==> config.mk <==
export PLATFORM = sky130hd
export DESIGN_NAME = step_sequencer
export DESIGN_NICKNAME = d
export VERILOG_FILES = /design/src/rtl/step_sequencer.sv
export SDC_FILE = /design/constraint.sdc
export NUM_CORES = 1
export LEC_CHECK = 0
export BUFFER_PORTS_ARGS = -buffer_cell sky130_fd_sc_hd__buf_2
export CAP_MARGIN = 0
export CORE_ASPECT_RATIO = 2
export CORE_MARGIN = 5
export CORE_UTILIZATION = 65
export CTS_CLUSTER_DIAMETER = 30
export DETAILED_ROUTE_END_ITERATION = 6
export MAX_ROUTING_LAYER = met4
export PLACE_DENSITY_LB_ADDON = 0.15
export SYNTH_ARGS = -nofsm -noshare
export SYNTH_HDL_FRONTEND = slang
export SYNTH_SLANG_ARGS = --single-unit
==> constraint.sdc <==
create_clock -name clk -period 8.55 [get_ports clk]
set_input_delay 0.4275 -clock clk [delete_from_list [all_inputs] [get_ports clk]]
set_output_delay 0.4275 -clock clk [all_outputs]
set_load 0.005 [all_outputs]
==> src/rtl/step_sequencer.sv <==
// 16-step pattern sequencer: tick divider, gated note output, restart/stop control.
// Define SEQ_PINGPONG_EN to make the step bounce between the end steps instead of wrapping.
module step_sequencer #(
  parameter int unsigned TICK_W = 16,
  parameter int unsigned NOTE_W = 8
) (
  input  logic              clk,
  input  logic              reset,
  input  logic              start,
  input  logic              stop,
  input  logic [TICK_W-1:0] tick_div,
  input  logic [TICK_W-1:0] gate_len,
  input  logic [3:0]        len_m1,
  input  logic              wr_en,
  input  logic [3:0]        wr_addr,
  input  logic [NOTE_W-1:0] wr_note,
  input  logic              wr_on,
  output logic [NOTE_W-1:0] note,
  output logic              gate,
  output logic [3:0]        step,
  output logic              step_strobe,
  output logic              running
);

  typedef enum logic [0:0] {StIdle, StRun} state_e;

  state_e                   state_q, state_d;
  logic [3:0]               step_q, step_d;
  logic [TICK_W-1:0]        tick_cnt_q, tick_cnt_d;
  logic                     gate_q, gate_d;
  logic                     strobe_q, strobe_d;
  logic [15:0][NOTE_W-1:0]  pat_note_q;
  logic [15:0]              pat_on_q;

  logic [TICK_W-1:0]        div_m1;
  logic [3:0]               adv_step;
  logic                     on_next;

  // tick_div of 0 behaves as 1, so the terminal count is clamped at 0.
  assign div_m1 = (tick_div == '0) ? '0 : tick_div - TICK_W'(1);

`ifdef SEQ_PINGPONG_EN
  logic dir_q, dir_d, dir_adv;  // 1 = moving backward

  always_comb begin
    adv_step = step_q;
    dir_adv  = dir_q;
    if (len_m1 == 4'd0) begin
      adv_step = 4'd0;
      dir_adv  = 1'b0;
    end else if (!dir_q) begin
      if (step_q >= len_m1) begin
        adv_step = len_m1 - 4'd1;
        dir_adv  = 1'b1;
      end else begin
        adv_step = step_q + 4'd1;
      end
    end else if (step_q == 4'd0) begin
      adv_step = 4'd1;
      dir_adv  = 1'b0;
    end else begin
      adv_step = step_q - 4'd1;
    end
  end
`else
  always_comb begin
    adv_step = (step_q >= len_m1) ? 4'd0 : step_q + 4'd1;
  end
`endif

  always_comb begin
    state_d    = state_q;
    step_d     = step_q;
    tick_cnt_d = tick_cnt_q;
    strobe_d   = 1'b0;
`ifdef SEQ_PINGPONG_EN
    dir_d      = dir_q;
`endif
    if (stop) begin
      state_d    = StIdle;
      step_d     = 4'd0;
      tick_cnt_d = '0;
`ifdef SEQ_PINGPONG_EN
      dir_d      = 1'b0;
`endif
    end else if (start) begin
      state_d    = StRun;
      step_d     = 4'd0;
      tick_cnt_d = '0;
      strobe_d   = 1'b1;
`ifdef SEQ_PINGPONG_EN
      dir_d      = 1'b0;
`endif
    end else if (state_q == StRun) begin
      // >= keeps the counter bounded if tick_div is lowered mid-step.
      if (tick_cnt_q >= div_m1) begin
        tick_cnt_d = '0;
        step_d     = adv_step;
        strobe_d   = 1'b1;
`ifdef SEQ_PINGPONG_EN
        dir_d      = dir_adv;
`endif
      end else begin
        tick_cnt_d = tick_cnt_q + TICK_W'(1);
      end
    end

    // Gate reflects the pattern as it will be after this edge's write.
    on_next = (wr_en && (wr_addr == step_d)) ? wr_on : pat_on_q[step_d];
    gate_d  = (state_d == StRun) && on_next && (tick_cnt_d < gate_len);
  end

  always_ff @(posedge clk or posedge reset) begin
    if (reset) begin
      state_q    <= StIdle;
      step_q     <= 4'd0;
      tick_cnt_q <= '0;
      gate_q     <= 1'b0;
      strobe_q   <= 1'b0;
      pat_note_q <= '0;
      pat_on_q   <= '0;
`ifdef SEQ_PINGPONG_EN
      dir_q      <= 1'b0;
`endif
    end else begin
      state_q    <= state_d;
      step_q     <= step_d;
      tick_cnt_q <= tick_cnt_d;
      gate_q     <= gate_d;
      strobe_q   <= strobe_d;
`ifdef SEQ_PINGPONG_EN
      dir_q      <= dir_d;
`endif
      if (wr_en) begin
        pat_note_q[wr_addr] <= wr_note;
        pat_on_q[wr_addr]   <= wr_on;
      end
    end
  end

  assign note        = pat_note_q[step_q];
  assign gate        = gate_q;
  assign step        = step_q;
  assign step_strobe = strobe_q;
  assign running     = (state_q == StRun);

endmodule
# ---- Word-level counts from Yosys, hierarchy flattened
# Cells that the tools add are included.
dict set report totals {
  input_bits 54
  register_bits 167
  out_inout_bits 15
  wordCells 65
}
dict set report op_classes {
  reduce_logical 5
  n_eq_ne 1
  n_mux 27
  order_cmp 7
  addsub 3
}
# op n
set op_table {}
lappend op_table {{$bwmux 128} 1}
lappend op_table {{$mux 16} 5}
lappend op_table {{$bmux 8 s4} 1}
lappend op_table {{$demux 8 s4} 1}
lappend op_table {{$mux 4} 5}
lappend op_table {{$add 16x1->16 const B} 1}
lappend op_table {{$bwmux 16} 1}
lappend op_table {{$ge 16x16->1} 1}
lappend op_table {{$logic_not 16->1} 1}
lappend op_table {{$lt 16x16->1} 1}
lappend op_table {{$mux 8} 2}
lappend op_table {{$sub 16x1->16 const B} 1}
lappend op_table {{$lt 4x5->1 const B} 3}
lappend op_table {{$mux 1} 9}
lappend op_table {{$add 4x1->4 const B} 1}
lappend op_table {{$bmux 1 s4} 1}
lappend op_table {{$demux 1 s4} 1}
lappend op_table {{$eq 4x4->1} 1}
lappend op_table {{$ge 4x1->1 const B} 1}
lappend op_table {{$ge 4x4->1} 1}
lappend op_table {{$logic_and 1x1->1} 4}

# ---- Logic depth before layout (Yosys ltp)
# Gate-level depths: netlist of run 1.
dict set report depth {
  ltp_word 12
  mapped_depth 25
  mapped_depth_nobuf 23
}

# ---- Least setup slack after synthesis of run 1
# OpenSTA, ideal clock, no wires.
dict set report synth_timing {
  path_type {input to register}
  start {input port tick_div[5]}
  end {register gate_q, in the netlist gate}
  path_stages 25
  setup_ps 82
  setup_slack_ps 3455
  arrival_time_ps 5012
  path_buffers 2
  cell_sequence {or4_1 nor3_1 nand2_1 nor4_1 xor2_1 nand2_1 ha_1 a21oi_1 o21ai_0 a22oi_1 o31a_1 buf_2 nand2_1 clkbuf_1 nor2_1 ha_1 a21o_1 a21o_1 a21oi_1 nor2_1 a211oi_1 o211ai_1 a21oi_1 nand2_1 o22ai_1}
}
# item line_no
set synth_lines {}
lappend synth_lines {{start: declaration} 11} ;# input logic [TICK_W-1:0] tick_div,
lappend synth_lines {{$sub 16x1->16 or $logic_not 16->1 (tied branches)} 40} ;# assign div_m1 = (tick_div == '0) ? '0 : tick_div - TICK_W'(1);
lappend synth_lines {{$mux 16 *} 40}
lappend synth_lines {{$ge 16x16->1 *} 96} ;# if (tick_cnt_q >= div_m1) begin
lappend synth_lines {{$mux 16 *} 96}
lappend synth_lines {{$mux 16 *} 94} ;# end else if (state_q == StRun) begin
lappend synth_lines {{$mux 16 *} 86} ;# end else if (start) begin
lappend synth_lines {{$mux 16 *} 79} ;# if (stop) begin
lappend synth_lines {{via tick_cnt_d[5]} 29} ;# logic [TICK_W-1:0] tick_cnt_q, tick_cnt_d;
lappend synth_lines {{$lt 16x16->1 *} 110} ;# gate_d = (state_d == StRun) && on_next && (tick_cnt_d < gate_len);
lappend synth_lines {{$logic_and 1x1->1 *} 110}
lappend synth_lines {{via gate_d} 30} ;# logic gate_q, gate_d;
lappend synth_lines {{end signal: assignment} 129} ;# gate_q <= gate_d;
lappend synth_lines {{end: declaration} 30}
# Mark *: on every way through the listed nets, which the timed path passes. The rest lies on a longest branch. The select of a mux whose other input is x is not followed.
# A chain may end at the register's enable or synchronous reset.

# ---- Worst setup path after layout of run 1
dict set report layout_timing {
  start {input port tick_div[11]}
  end {register gate_q, in the netlist gate}
}
# The elaborated chain is that of the path after synthesis.

==> key figures, run 1 <==
Global route
  • Largest net degree at the start of global routing: 108
  • Total routing resource utilization after global routing: 29.19%
  • Overflow left after global routing: 0
  • Antenna violations before repair: 0
  • Global-route wire length before repair: 35,310 um
  • Via count of the first global-routing pass: 6,731

Setup path
  • Kind of start point of the critical path: primary input
  • Cells on worst reg2reg path: 17
  • Capturing element type of the critical path: flop
  • Classification of the worst setup path: in2reg
  • Worst endpoint required time: 8.89 ns
  • CP arrival: 6.12 ns
  • Internal reg-to-reg setup slack: 4.16 ns
  • Reg-to-reg critical path endpoint: gate$_DFF_PP0_
  • Worst R2R Start: tick_cnt_q[11]$_DFF_PP0_
  • Crit Path Max Fanout: 17

Route
  • Final routed DRC violation total: 0
  • Overall routed net length: 21,780 um
  • Residual antenna-violating net count after detailed routing: 0
  • Avg Vias per Cell: 6.309
  • Per-cell routed wire length: 22.30 um
  • Initial drt markers: 427
  • First drt pass iteration count: 7
  • Via count of the routed design: 6,164

CTS
  • Total of cells resized after clock tree synthesis: 0
  • Buffers inserted by post-CTS timing repair: 0
  • CTS tree: built
  • Root Buffer Master: sky130_fd_sc_hd__clkbuf_16
  • Clock-pin slew on the worst setup and hold paths: 0.07 ns
  • Total number of H-tree levels: 4
  • Insertion delay to the later sink of the worst-skew pair: 0.42 ns
  • Num CTS Buffers: 17
  • Post-cts hold buffer count: 0
  • Clk sinks: 167
  • Number of buffers between clock root and the deepest sink: 2

STA
  • Final hold vios: 0
  • Worst setup skew after layout: 0.005180 ns
  • Aggregate negative setup slack: 0 ns
  • Final cycle utilization of the critical path: 67.61%
  • Number of max-slew violations in the final report: 0
  • Rel. slew slack: 8.800%
  • Setup violation total in the final timing report: 0
  • Setup WS post-layout: 2.769 ns
  • Fmax: 173.0 MHz
  • Worst-margin pin slew: 1.363 ns
  • RSZ-0062 raised after global routing: false
  • Tmin final: 5.781 ns

Final layout
  • Layout Utilization: 73.19%
  • Fraction of layout cells with a size suffix above 1: 38.58%
  • Final standard cell area without fillers: 10,110 sq um
  • Total number of nets in the final design: 869
  • Leading cell type in the layout, fill and taps excluded: sky130_fd_sc_hd__dfrtp_1
  • Total inserted antenna cells: 0
  • Final Instance Count excl. Fillers: 977
  • Commonest non-fill, non-tap cells in the layout: sky130_fd_sc_hd__dfrtp_1, sky130_fd_sc_hd__mux2_2, sky130_fd_sc_hd__buf_2, sky130_fd_sc_hd__nor2_1, sky130_fd_sc_hd__mux4_2
  • Syn-to-layout area delta: 11.94%

Power
  • Worst vdd rail ir drop: 247.4 uV
  • Total power divided by cell area: 212.0 nW/um^2
  • Static power due to leakage: 4.460 nW

Worst hold path
  • Worst hold path class: in2async

Synth
  • Synthesized area per cell: 12.62 sq um
  • Portion of the post-synthesis area used by sequential elements: 46.27%
  • Mapped Nets: 809
  • Cell area after synthesis: 9032 sq um
  • Unique masters post-synth: 56
  • Gate count of the mapped netlist: 716
  • Post-synth ARST share: 100.0%
  • YS warnings: 0
  • Flops & latches, synth: 167
  • Post-synth EDFFs: 0
  • Prevailing post-synth register cell: sky130_fd_sc_hd__dfrtp_1

Placement
  • Number of placed instances with taps included: 946
  • Cell area after placement: 9524 sq um
  • Setup WS pre-CTS: 2.343 ns
  • Detailed Place HPWL: 15,240 um
  • Port Buf Inserts: 68
  • Gp weighted congestion: 0.9380

Die
  • Initial Util: 65.38%
  • Horizontal die dimension: 93.36 um
  • DIE HEIGHT: 176.7 um
  • Floorplan row count: 61
  • Number of top-level design ports: 69
  • Area of the core: 13,810 sq um
  • Full die area: 16,500 sq um

Run status
  • Status: completed

Job
  • Count of maximum capacitance violations: 0
[sequential cells by signal, summed over array words and instances, names as in the netlist]
register and cells:
step 4, gate 1, tick_cnt_q 16, running 1, pat_on_q 16, step_strobe 1
pat_note_q 128
[critical path, stage by stage]
cell                       delay [ns]
sky130_fd_sc_hd__buf_2           0.11
sky130_fd_sc_hd__or4_1           0.58
sky130_fd_sc_hd__nor4_1          0.34
sky130_fd_sc_hd__nand4b_1        0.59
sky130_fd_sc_hd__nand2_1         0.24
sky130_fd_sc_hd__ha_1            0.28
sky130_fd_sc_hd__a21oi_1         0.14
sky130_fd_sc_hd__o21ai_0         0.09
sky130_fd_sc_hd__a22oi_1         0.47
sky130_fd_sc_hd__o31a_1          0.53
sky130_fd_sc_hd__nand2_1         0.48
sky130_fd_sc_hd__nor2_1          0.29
sky130_fd_sc_hd__ha_1            0.28
sky130_fd_sc_hd__a21o_1          0.16
sky130_fd_sc_hd__a21o_1          0.17
sky130_fd_sc_hd__a21oi_1         0.16
sky130_fd_sc_hd__nor2_1          0.06
sky130_fd_sc_hd__a211oi_1        0.22
sky130_fd_sc_hd__o211ai_1        0.11
sky130_fd_sc_hd__a21oi_1         0.18
sky130_fd_sc_hd__nand2_1         0.08
sky130_fd_sc_hd__o22ai_1         0.15
[report_power, final]
part | internal, mW | switching [mW]
clock | 0.441 | 0.325
sequential | 0.950 | 0.0870
combinational | 0.209 | 0.132
[synthesized netlist by cell type, drive strengths merged (7+ instances only)]
master | number | area share, %
nand4 | 14 | 0.97
mux4 | 40 | 10
a21oi | 20 | 1.1
nor2 | 52 | 2.2
xnor2 | 10 | 0.97
clkbuf | 28 | 1.2
nand2b | 7 | 0.48
mux2 | 146 | 18
nand2 | 38 | 1.6
o21ai | 12 | 0.71
nor3 | 9 | 0.50
nand3 | 12 | 0.72
dfrtp | 167 | 46
xor2 | 20 | 1.9
ha | 39 | 5.4
inv | 27 | 1.1
[per-layer routing]
layer	global-route usage, %	wire, um	share of wire (%)
met5	-	0	0
met4	15.84	1263	5.8
met3	5.106	908	4.2
met2	50.76	11990	55
met1	31.03	7623	35
[cells by family (layout without fill, tap and decap cells)]
logic type      count (synthesis)  after routing  synth area share (%)
simple gates                  163            163                 8.769
compound gates                 64             64                 5.056
xor+xnor                       30             30                 2.909
flops                         167            167                 46.27
fa+ha+maj                      39             39                 5.402
mux                           192            192                 28.88
buf+inv                        61            133                 2.715
[area by class of cell]
class                      count  area (sq um)
clock inverter                13         147.6
fill                         898          3704
sequential                   167          4180
tap                          189         236.5
clock buffer                  18         439.2
multi-input combinational    488          4608
inverter                      27         106.4
timing repair buffer          75         392.9
[stage by stage]
step	power, mW	hold WS (ns)
after floorplan	1.276	0.4739
after global placement	1.347	0.4816
after detailed placement	1.387	0.4876
after CTS	2.152	0.2016
after global routing	2.234	0.2243
final	2.143	0.1835
[worst max-delay path by stage]
| stage | startpoint | end | slack, ns |
|---|---|---|---|
| 2_1_floorplan | tick_div[5] | gate$_DFF_PP0_ | 3.46 |
| 3_3_place_gp | tick_div[11] | gate$_DFF_PP0_ | 2.63 |
| 3_5_place_dp | tick_div[11] | gate$_DFF_PP0_ | 2.34 |
| 4_1_cts | tick_div[11] | gate$_DFF_PP0_ | 2.78 |
| 5_1_grt | tick_div[11] | gate$_DFF_PP0_ | 2.23 |
| 6_report | tick_div[11] | gate$_DFF_PP0_ | 2.77 |
Note: power is estimated with default switching activity, not from simulation.
==> run 2: changes to the inputs <==
--- a/config.mk
+++ b/config.mk
@@ -9,7 +9,7 @@
 export CAP_MARGIN = 0
 export CORE_ASPECT_RATIO = 2
 export CORE_MARGIN = 5
-export CORE_UTILIZATION = 65
+export CORE_UTILIZATION = 61
 export CTS_CLUSTER_DIAMETER = 30
 export DETAILED_ROUTE_END_ITERATION = 6
 export MAX_ROUTING_LAYER = met4
==> constraint.sdc (replaced) <==
create_clock -name clk -period 5.45 [get_ports clk]
set_input_delay 0.2725 -clock clk [delete_from_list [all_inputs] [get_ports clk]]
set_output_delay 0.2725 -clock clk [all_outputs]
set_load 0.005 [all_outputs]
==> key figures, run 2 (synthesis results as in run 1) <==
Route
  • Per-cell routed wire length: 20.51 um (was 22.30 um)
  • Residual antenna-violating net count after detailed routing: 0 (unchanged)
  • Final routed DRC violation total: 0 (unchanged)
  • Overall routed net length: 20,410 um (was 21,780 um)
  • Initial drt markers: 351 (was 427)
  • First drt pass iteration count: 5 (was 7)
  • Avg Vias per Cell: 6.075 (was 6.309)
  • Via count of the routed design: 6,045 (was 6,164)

STA
  • Minimum hold slack: 0.01919 ns (was 0.1835 ns)
  • Rel. slew slack: 20.01% (was 8.800%)
  • Number of max-slew violations in the final report: 0 (unchanged)
  • Tmin final: 4.847 ns
  • Setup WS post-layout: 0.6027 ns (was 2.769 ns)
  • Worst setup skew after layout: 0.007310 ns (was 0.005180 ns)
  • Worst-margin pin slew: 1.195 ns (was 1.363 ns)
  • Final hold vios: 0 (unchanged)
  • Aggregate negative setup slack: 0 ns (unchanged)
  • RSZ-0062 raised after global routing: false (unchanged)
  • Final cycle utilization of the critical path: 88.94%
  • Fmax: 206.3 MHz
  • Setup violation total in the final timing report: 0 (unchanged)

Global route
  • Overflow left after global routing: 0 (unchanged)
  • Largest net degree at the start of global routing: 91 (was 108)
  • Via count of the first global-routing pass: 6,195 (was 6,731)
  • Total routing resource utilization after global routing: 25.83% (was 29.19%)
  • Global-route wire length before repair: 32,910 um (was 35,310 um)
  • Antenna violations before repair: 2 (was 0)

Setup path
  • Crit Path Max Fanout: 10 (was 17)
  • Kind of start point of the critical path: primary input (unchanged)
  • Largest delay contributor family on the critical path: simple AND/OR/NAND/NOR gates (unchanged)
  • Cell with the largest stage delay on the worst path: sky130_fd_sc_hd__or4_1 (was sky130_fd_sc_hd__nand4b_1)
  • Critical Path Max Stage Delay: 0.56 ns (was 0.59 ns)
  • Critical path buffer and inverter count: 1 (unchanged)
  • Worst endpoint required time: 5.80 ns (was 8.89 ns)
  • Cell seen most often among critical-path stages: sky130_fd_sc_hd__nand2_1
  • Capturing element type of the critical path: flop (unchanged)
  • Classification of the worst setup path: in2reg (unchanged)
  • CP arrival: 5.20 ns (was 6.12 ns)
  • Sequence of cells on the critical path: buf_2, or4_1, nor3_1, nand2_1, nor4_1, xor2_1, nand2_1, ha_1, a21oi_1, o21ai_0, a22oi_1, o31a_1, nand2_1, nor2_1, ha_1, a21o_1, a21o_1, a21oi_1, nor2_1, a211oi_1, o211ai_1, a21oi_1, nand2_1, o22ai_1 (was buf_2, or4_1, nor4_1, nand4b_1, nand2_1, ha_1, a21oi_1, o21ai_0, a22oi_1, o31a_1, nand2_1, nor2_1, ha_1, a21o_1, a21o_1, a21oi_1, nor2_1, a211oi_1, o211ai_1, a21oi_1, nand2_1, o22ai_1)

Power
  • Total power divided by cell area: 326.3 nW/um^2 (was 212.0 nW/um^2)
  • Static power due to leakage: 4.512 nW (was 4.460 nW)
  • Worst vdd rail ir drop: 292.2 uV (was 247.4 uV)

Final layout
  • Layout Utilization: 69.58% (was 73.19%)
  • Total number of nets in the final design: 878 (was 869)
  • Syn-to-layout area delta: 12.94% (was 11.94%)
  • Leading cell type in the layout, fill and taps excluded: sky130_fd_sc_hd__dfrtp_1 (unchanged)
  • Final Instance Count excl. Fillers: 995 (was 977)
  • Biggest regs: pat_note_q: 128 flops, pat_on_q: 16 flops, tick_cnt_q: 16 flops (unchanged)
  • Commonest non-fill, non-tap cells in the layout: sky130_fd_sc_hd__dfrtp_1, sky130_fd_sc_hd__mux2_2, sky130_fd_sc_hd__buf_2, sky130_fd_sc_hd__nor2_1, sky130_fd_sc_hd__mux4_2 (unchanged)
  • Multi-input gate area: 4608 sq um (unchanged)
  • Register area: 4180 sq um (unchanged)
  • Most flop-heavy register: pat_note_q (unchanged)
  • FILL cells: 1,105 (was 898)
  • Fraction of layout cells with a size suffix above 1: 39.35% (was 38.58%)
  • Max reg flops: 128 (unchanged)

CTS
  • Total of cells resized after clock tree synthesis: 0 (unchanged)
  • Num CTS Buffers: 17 (unchanged)
  • Clk sinks: 167 (unchanged)
  • CTS tree: built (unchanged)
  • Number of buffers between clock root and the deepest sink: 2 (unchanged)
  • Clock-pin slew on the worst setup and hold paths: 0.07 ns (about the same)
  • Insertion delay to the later sink of the worst-skew pair: 0.43 ns (was 0.42 ns)
  • Total number of H-tree levels: 4 (unchanged)
  • Post-cts hold buffer count: 0 (unchanged)
  • Root Buffer Master: sky130_fd_sc_hd__clkbuf_16 (unchanged)
  • Buffers inserted by post-CTS timing repair: 0 (unchanged)

Placement
  • Gp weighted congestion: 0.8925 (was 0.9380)
  • Setup WS pre-CTS: 0.2271 ns (was 2.343 ns)
  • Port Buf Inserts: 68 (unchanged)
  • Detailed Place HPWL: 13,440 um (was 15,240 um)
  • Number of placed instances with taps included: 961 (was 946)

Die
  • Full die area: 17,490 sq um (was 16,500 sq um)
  • Number of top-level design ports: 69 (unchanged)
  • Floorplan row count: 63 (was 61)
  • Initial Util: 61.61% (was 65.38%)
  • DIE HEIGHT: 182.1 um (was 176.7 um)
  • Area of the core: 14,660 sq um (was 13,810 sq um)
  • Horizontal die dimension: 96.05 um (was 93.36 um)

Run status
  • Status: completed (unchanged)

Job
  • Count of maximum capacitance violations: 0 (unchanged)

Worst hold path
  • Worst hold path class: in2async (unchanged)
[run 2: cell type report]
class | count | area share (%)
multi-input cells | 488 | 45.17
flip-flops and latches | 167 | 40.98
repair buffers | 84 | 4.514
clock buffers | 17 | 4.170
well taps | 195 | 2.392
clock inverters | 15 | 1.680
inverters | 27 | 1.043
diodes | 2 | 0.04906
[run 2: worst register-to-register path: stages (launching register included)]
cell	delay [ns]
sky130_fd_sc_hd__dfrtp_1	0.44
sky130_fd_sc_hd__ha_1	0.33
sky130_fd_sc_hd__a211oi_1	0.24
sky130_fd_sc_hd__o21ai_1	0.12
sky130_fd_sc_hd__a41oi_2	0.30
sky130_fd_sc_hd__o31a_1	0.20
sky130_fd_sc_hd__nand2_1	0.23
sky130_fd_sc_hd__nor2_1	0.28
sky130_fd_sc_hd__ha_1	0.28
sky130_fd_sc_hd__a21o_1	0.16
sky130_fd_sc_hd__a21o_1	0.17
sky130_fd_sc_hd__a21oi_1	0.13
sky130_fd_sc_hd__nor2_1	0.07
sky130_fd_sc_hd__a211oi_1	0.21
sky130_fd_sc_hd__o211ai_1	0.10
sky130_fd_sc_hd__a21oi_1	0.18
sky130_fd_sc_hd__nand2_1	0.08
sky130_fd_sc_hd__o22ai_1	0.15
[run 2: per-layer routing]
metal	vias to the layer above	routed length, um	global-route usage, %
met3	22	866	4.167
met2	155	10500	40.27
met1	3098	8696	34.85
met4	0	348	7.925
met5	-	0	-
li1	2770	-	-
[run 2: through the flow]
step | power [mW] | instance area [sq um]
6_report | 3.329 | 10200
5_1_grt | 3.484 | 10200
3_5_place_dp | 2.160 | 9599
3_3_place_gp | 2.122 | 9599
4_1_cts | 3.357 | 10200
2_1_floorplan | 2.002 | 9032
[run 2: power breakdown]
group          internal (mW)  total [mW]  switching [mW]
clock network          0.621        1.19           0.573
registers               1.49        1.61           0.125
logic                  0.328       0.521           0.193
[run 2: worst paths after layout]
path,to,cells past startpoint,slack [ns],startpoint
worst max-delay path,gate$_DFF_PP0_,24,0.60,tick_div[5]
worst min-delay path,pat_note_q[95]$_DFFE_PP0P_,2,0.02,reset
worst max register to register,gate$_DFF_PP0_,17,1.67,tick_cnt_q[2]$_DFF_PP0_
worst min register to register,pat_note_q[16]$_DFFE_PP0P_,1,0.50,pat_note_q[16]$_DFFE_PP0P_
max in group asynchronous,pat_note_q[7]$_DFFE_PP0P_,3,3.94,reset
min in group clk,step_strobe$_DFF_PP0_,2,0.05,stop
==> run 3: changes to the inputs <==
--- a/config.mk
+++ b/config.mk
@@ -12,6 +12,7 @@
 export CORE_UTILIZATION = 61
 export CTS_CLUSTER_DIAMETER = 30
 export DETAILED_ROUTE_END_ITERATION = 6
+export GPL_TIMING_DRIVEN = 0
 export MAX_ROUTING_LAYER = met4
 export PLACE_DENSITY_LB_ADDON = 0.15
 export SYNTH_ARGS = -nofsm -noshare
==> constraint.sdc (replaced) <==
create_clock -name clk -period 5.45 [get_ports clk]
set_input_delay 1.09 -clock clk [delete_from_list [all_inputs] [get_ports clk]]
set_output_delay 1.09 -clock clk [all_outputs]
set_load 0.005 [all_outputs]
==> key figures, run 3 (synthesis results as in run 1) <==
STA
  • Fmax: 195.1 MHz (was 206.3 MHz)
  • Number of max-slew violations in the final report: 0 (unchanged)
  • Rel. slew slack: 10.99% (was 20.01%)
  • Minimum hold slack: 0.5012 ns (was 0.01919 ns)
  • Setup violation total in the final timing report: 0 (unchanged)
  • Tmin final: 5.125 ns (was 4.847 ns)
  • Setup WS post-layout: 0.3251 ns (was 0.6027 ns)
  • Final cycle utilization of the critical path: 94.04% (was 88.94%)
  • Worst-margin pin slew: 1.330 ns (was 1.195 ns)
  • Aggregate negative setup slack: 0 ns (unchanged)
  • Final hold vios: 0 (unchanged)
  • Worst setup skew after layout: 0.006488 ns (was 0.007310 ns)
  • RSZ-0062 raised after global routing: false (unchanged)

Setup path
  • Classification of the worst setup path: in2reg (unchanged)
  • Capturing element type of the critical path: flop (unchanged)
  • CP arrival: 5.48 ns (was 5.20 ns)
  • Kind of start point of the critical path: primary input (unchanged)
  • Cells on worst reg2reg path: 18 (was 17)
  • Internal reg-to-reg setup slack: 1.97 ns (was 1.67 ns)
  • Crit Path Max Fanout: 9 (was 10)
  • Worst endpoint required time: 5.81 ns (was 5.80 ns)

Worst hold path
  • WHS Path Cells: 1
  • Worst hold path class: reg2reg (was in2async)

Placement
  • Setup WS pre-CTS: -1.251 ns (was 0.2271 ns)
  • Cell area after placement: 9703 sq um (was 9599 sq um)
  • Number of placed instances with taps included: 981 (was 961)
  • Gp weighted congestion: 0.9057 (was 0.8925)
  • Port Buf Inserts: 66 (was 68)
  • Detailed Place HPWL: 14,340 um (was 13,440 um)

Die
  • Number of top-level design ports: 69 (unchanged)
  • Initial Util: 61.61% (unchanged)
  • Horizontal die dimension: 96.05 um (unchanged)
  • Area of the core: 14,660 sq um (unchanged)
  • Full die area: 17,490 sq um (unchanged)
  • DIE HEIGHT: 182.1 um (unchanged)
  • Floorplan row count: 63 (unchanged)

CTS
  • Post-cts hold buffer count: 0 (unchanged)
  • Total number of H-tree levels: 4 (unchanged)
  • Insertion delay to the later sink of the worst-skew pair: 0.43 ns (about the same)
  • CTS tree: built (unchanged)
  • Number of buffers between clock root and the deepest sink: 2 (unchanged)
  • Num CTS Buffers: 17 (unchanged)
  • Root Buffer Master: sky130_fd_sc_hd__clkbuf_16 (unchanged)
  • Clk sinks: 167 (unchanged)
  • Clock-pin slew on the worst setup and hold paths: 0.07 ns (about the same)

Final layout
  • Final standard cell area without fillers: 10,490 sq um (was 10,200 sq um)
  • Syn-to-layout area delta: 16.10% (was 12.94%)
  • Biggest regs: pat_note_q: 128 flops, pat_on_q: 16 flops, tick_cnt_q: 16 flops (unchanged)
  • Most flop-heavy register: pat_note_q (unchanged)
  • Max reg flops: 128 (unchanged)
  • Fraction of layout cells with a size suffix above 1: 39.39% (was 39.35%)
  • Total number of nets in the final design: 905 (was 878)
  • Final Instance Count excl. Fillers: 1,021 (was 995)
  • Commonest non-fill, non-tap cells in the layout: sky130_fd_sc_hd__dfrtp_1, sky130_fd_sc_hd__mux2_2, sky130_fd_sc_hd__buf_2, sky130_fd_sc_hd__nor2_1, sky130_fd_sc_hd__mux4_2 (unchanged)
  • Leading cell type in the layout, fill and taps excluded: sky130_fd_sc_hd__dfrtp_1 (unchanged)

Route
  • Initial drt markers: 316 (was 351)
  • Final routed DRC violation total: 0 (unchanged)
  • Overall routed net length: 21,350 um (was 20,410 um)
  • First drt pass iteration count: 5 (unchanged)
  • Via count of the routed design: 6,229 (was 6,045)
  • Per-cell routed wire length: 20.91 um (was 20.51 um)
  • Residual antenna-violating net count after detailed routing: 0 (unchanged)
  • Avg Vias per Cell: 6.101 (was 6.075)

Power
  • Static power due to leakage: 4.580 nW (was 4.512 nW)
  • Worst vdd rail ir drop: 254.2 uV (was 292.2 uV)
  • Total power divided by cell area: 323.5 nW/um^2 (was 326.3 nW/um^2)

Job
  • Count of maximum capacitance violations: 0 (unchanged)

Global route
  • Antenna violations before repair: 1 (was 2)
  • Total routing resource utilization after global routing: 27.25% (was 25.83%)
  • Largest net degree at the start of global routing: 44 (was 91)
  • Global-route wire length before repair: 34,560 um (was 32,910 um)
  • Overflow left after global routing: 0 (unchanged)
  • Via count of the first global-routing pass: 6,381 (was 6,195)

Run status
  • Status: completed (unchanged)
run 3: cell types whose count changed in the layout (fill, tap and decap cells not counted), moves of 3 or more:
cell                       change
sky130_fd_sc_hd__clkbuf_1     +27
sky130_fd_sc_hd__buf_6         +4
sky130_fd_sc_hd__buf_4         -9
sky130_fd_sc_hd__buf_1         +3
sky130_fd_sc_hd__inv_6         +3
sky130_fd_sc_hd__inv_8         -5
sky130_fd_sc_hd__nor4_1        -3
sky130_fd_sc_hd__clkinv_8      -3
sky130_fd_sc_hd__buf_12        +5
run 3: area by class of cell:
type                            count  area, sq um
Tap cell                          195        244.0
Sequential cell                   167         4179
Clock buffer                       19        442.9
Fill cell                        1062         4175
Antenna cell                        1        2.502
Timing Repair Buffer               78        483.0
Buffer                             33        153.9
Clock inverter                     13        157.7
Inverter                           27        105.1
Multi-Input combinational cell    488         4718
run 3: metrics by stage:
stage	power (mW)	utilization (%)
global route	3.552	71.52
floorplan	2.003	-
detailed placement	2.172	66.18
finish	3.393	71.52
global placement	2.124	65.63
CTS	3.408	70.93
run 3: what timing repair did:
action | CTS | global route
pin swaps | 4 | 6
resized for setup | 12 | 15
buffers inserted | 5 | 3
endpoints found under the hold margin | 0 | 0
setup endpoints to repair | 1 | 1
run 3: worst paths after layout:
check                                         endpoint                        start
max                                     gate$_DFF_PP0_                 tick_div[10]
min reg2reg                pat_note_q[112]$_DFFE_PP0P_  pat_note_q[112]$_DFFE_PP0P_
min                        pat_note_q[112]$_DFFE_PP0P_  pat_note_q[112]$_DFFE_PP0P_
max reg2reg                             gate$_DFF_PP0_      tick_cnt_q[2]$_DFF_PP0_
max in group asynchronous   pat_note_q[94]$_DFFE_PP0P_                        reset
min in group asynchronous      tick_cnt_q[2]$_DFF_PP0_                        reset
run 3: routing by layer:
layer | up-vias | track usage [%] | wire length (um) | share of wire, %
met1 | 3136 | 37.39 | 8893 | 42
met2 | 206 | 41.12 | 10720 | 50
met4 | 0 | 9.008 | 572 | 2.7
met3 | 55 | 5.033 | 1165 | 5.5
met5 | - | - | 0 | 0
li1 | 2832 | - | - | -
run 3: critical path, cell delays in order:
cell                       delay (ns)
sky130_fd_sc_hd__buf_2           0.13
sky130_fd_sc_hd__or4_4           0.56
sky130_fd_sc_hd__nor4_4          0.29
sky130_fd_sc_hd__nand4b_1        0.20
sky130_fd_sc_hd__buf_4           0.20
sky130_fd_sc_hd__and2_1          0.16
sky130_fd_sc_hd__ha_1            0.27
sky130_fd_sc_hd__nor2b_1         0.04
sky130_fd_sc_hd__o21ai_1         0.16
sky130_fd_sc_hd__a41oi_2         0.18
sky130_fd_sc_hd__o31a_1          0.36
sky130_fd_sc_hd__buf_6           0.15
sky130_fd_sc_hd__nand2_8         0.10
sky130_fd_sc_hd__nor2_4          0.06
sky130_fd_sc_hd__ha_1            0.30
sky130_fd_sc_hd__a21o_1          0.17
sky130_fd_sc_hd__a21o_1          0.19
sky130_fd_sc_hd__a21oi_2         0.13
sky130_fd_sc_hd__nor2_1          0.06
sky130_fd_sc_hd__a211oi_2        0.18
sky130_fd_sc_hd__o211ai_1        0.12
sky130_fd_sc_hd__a21oi_2         0.15
sky130_fd_sc_hd__nand2_1         0.08
sky130_fd_sc_hd__o22ai_2         0.15
run 3: report_power, final:
group,internal [mW],switching (mW)
clock,0.703,0.532
sequential,1.49,0.126
combinational,0.337,0.204
total,2.53,0.863
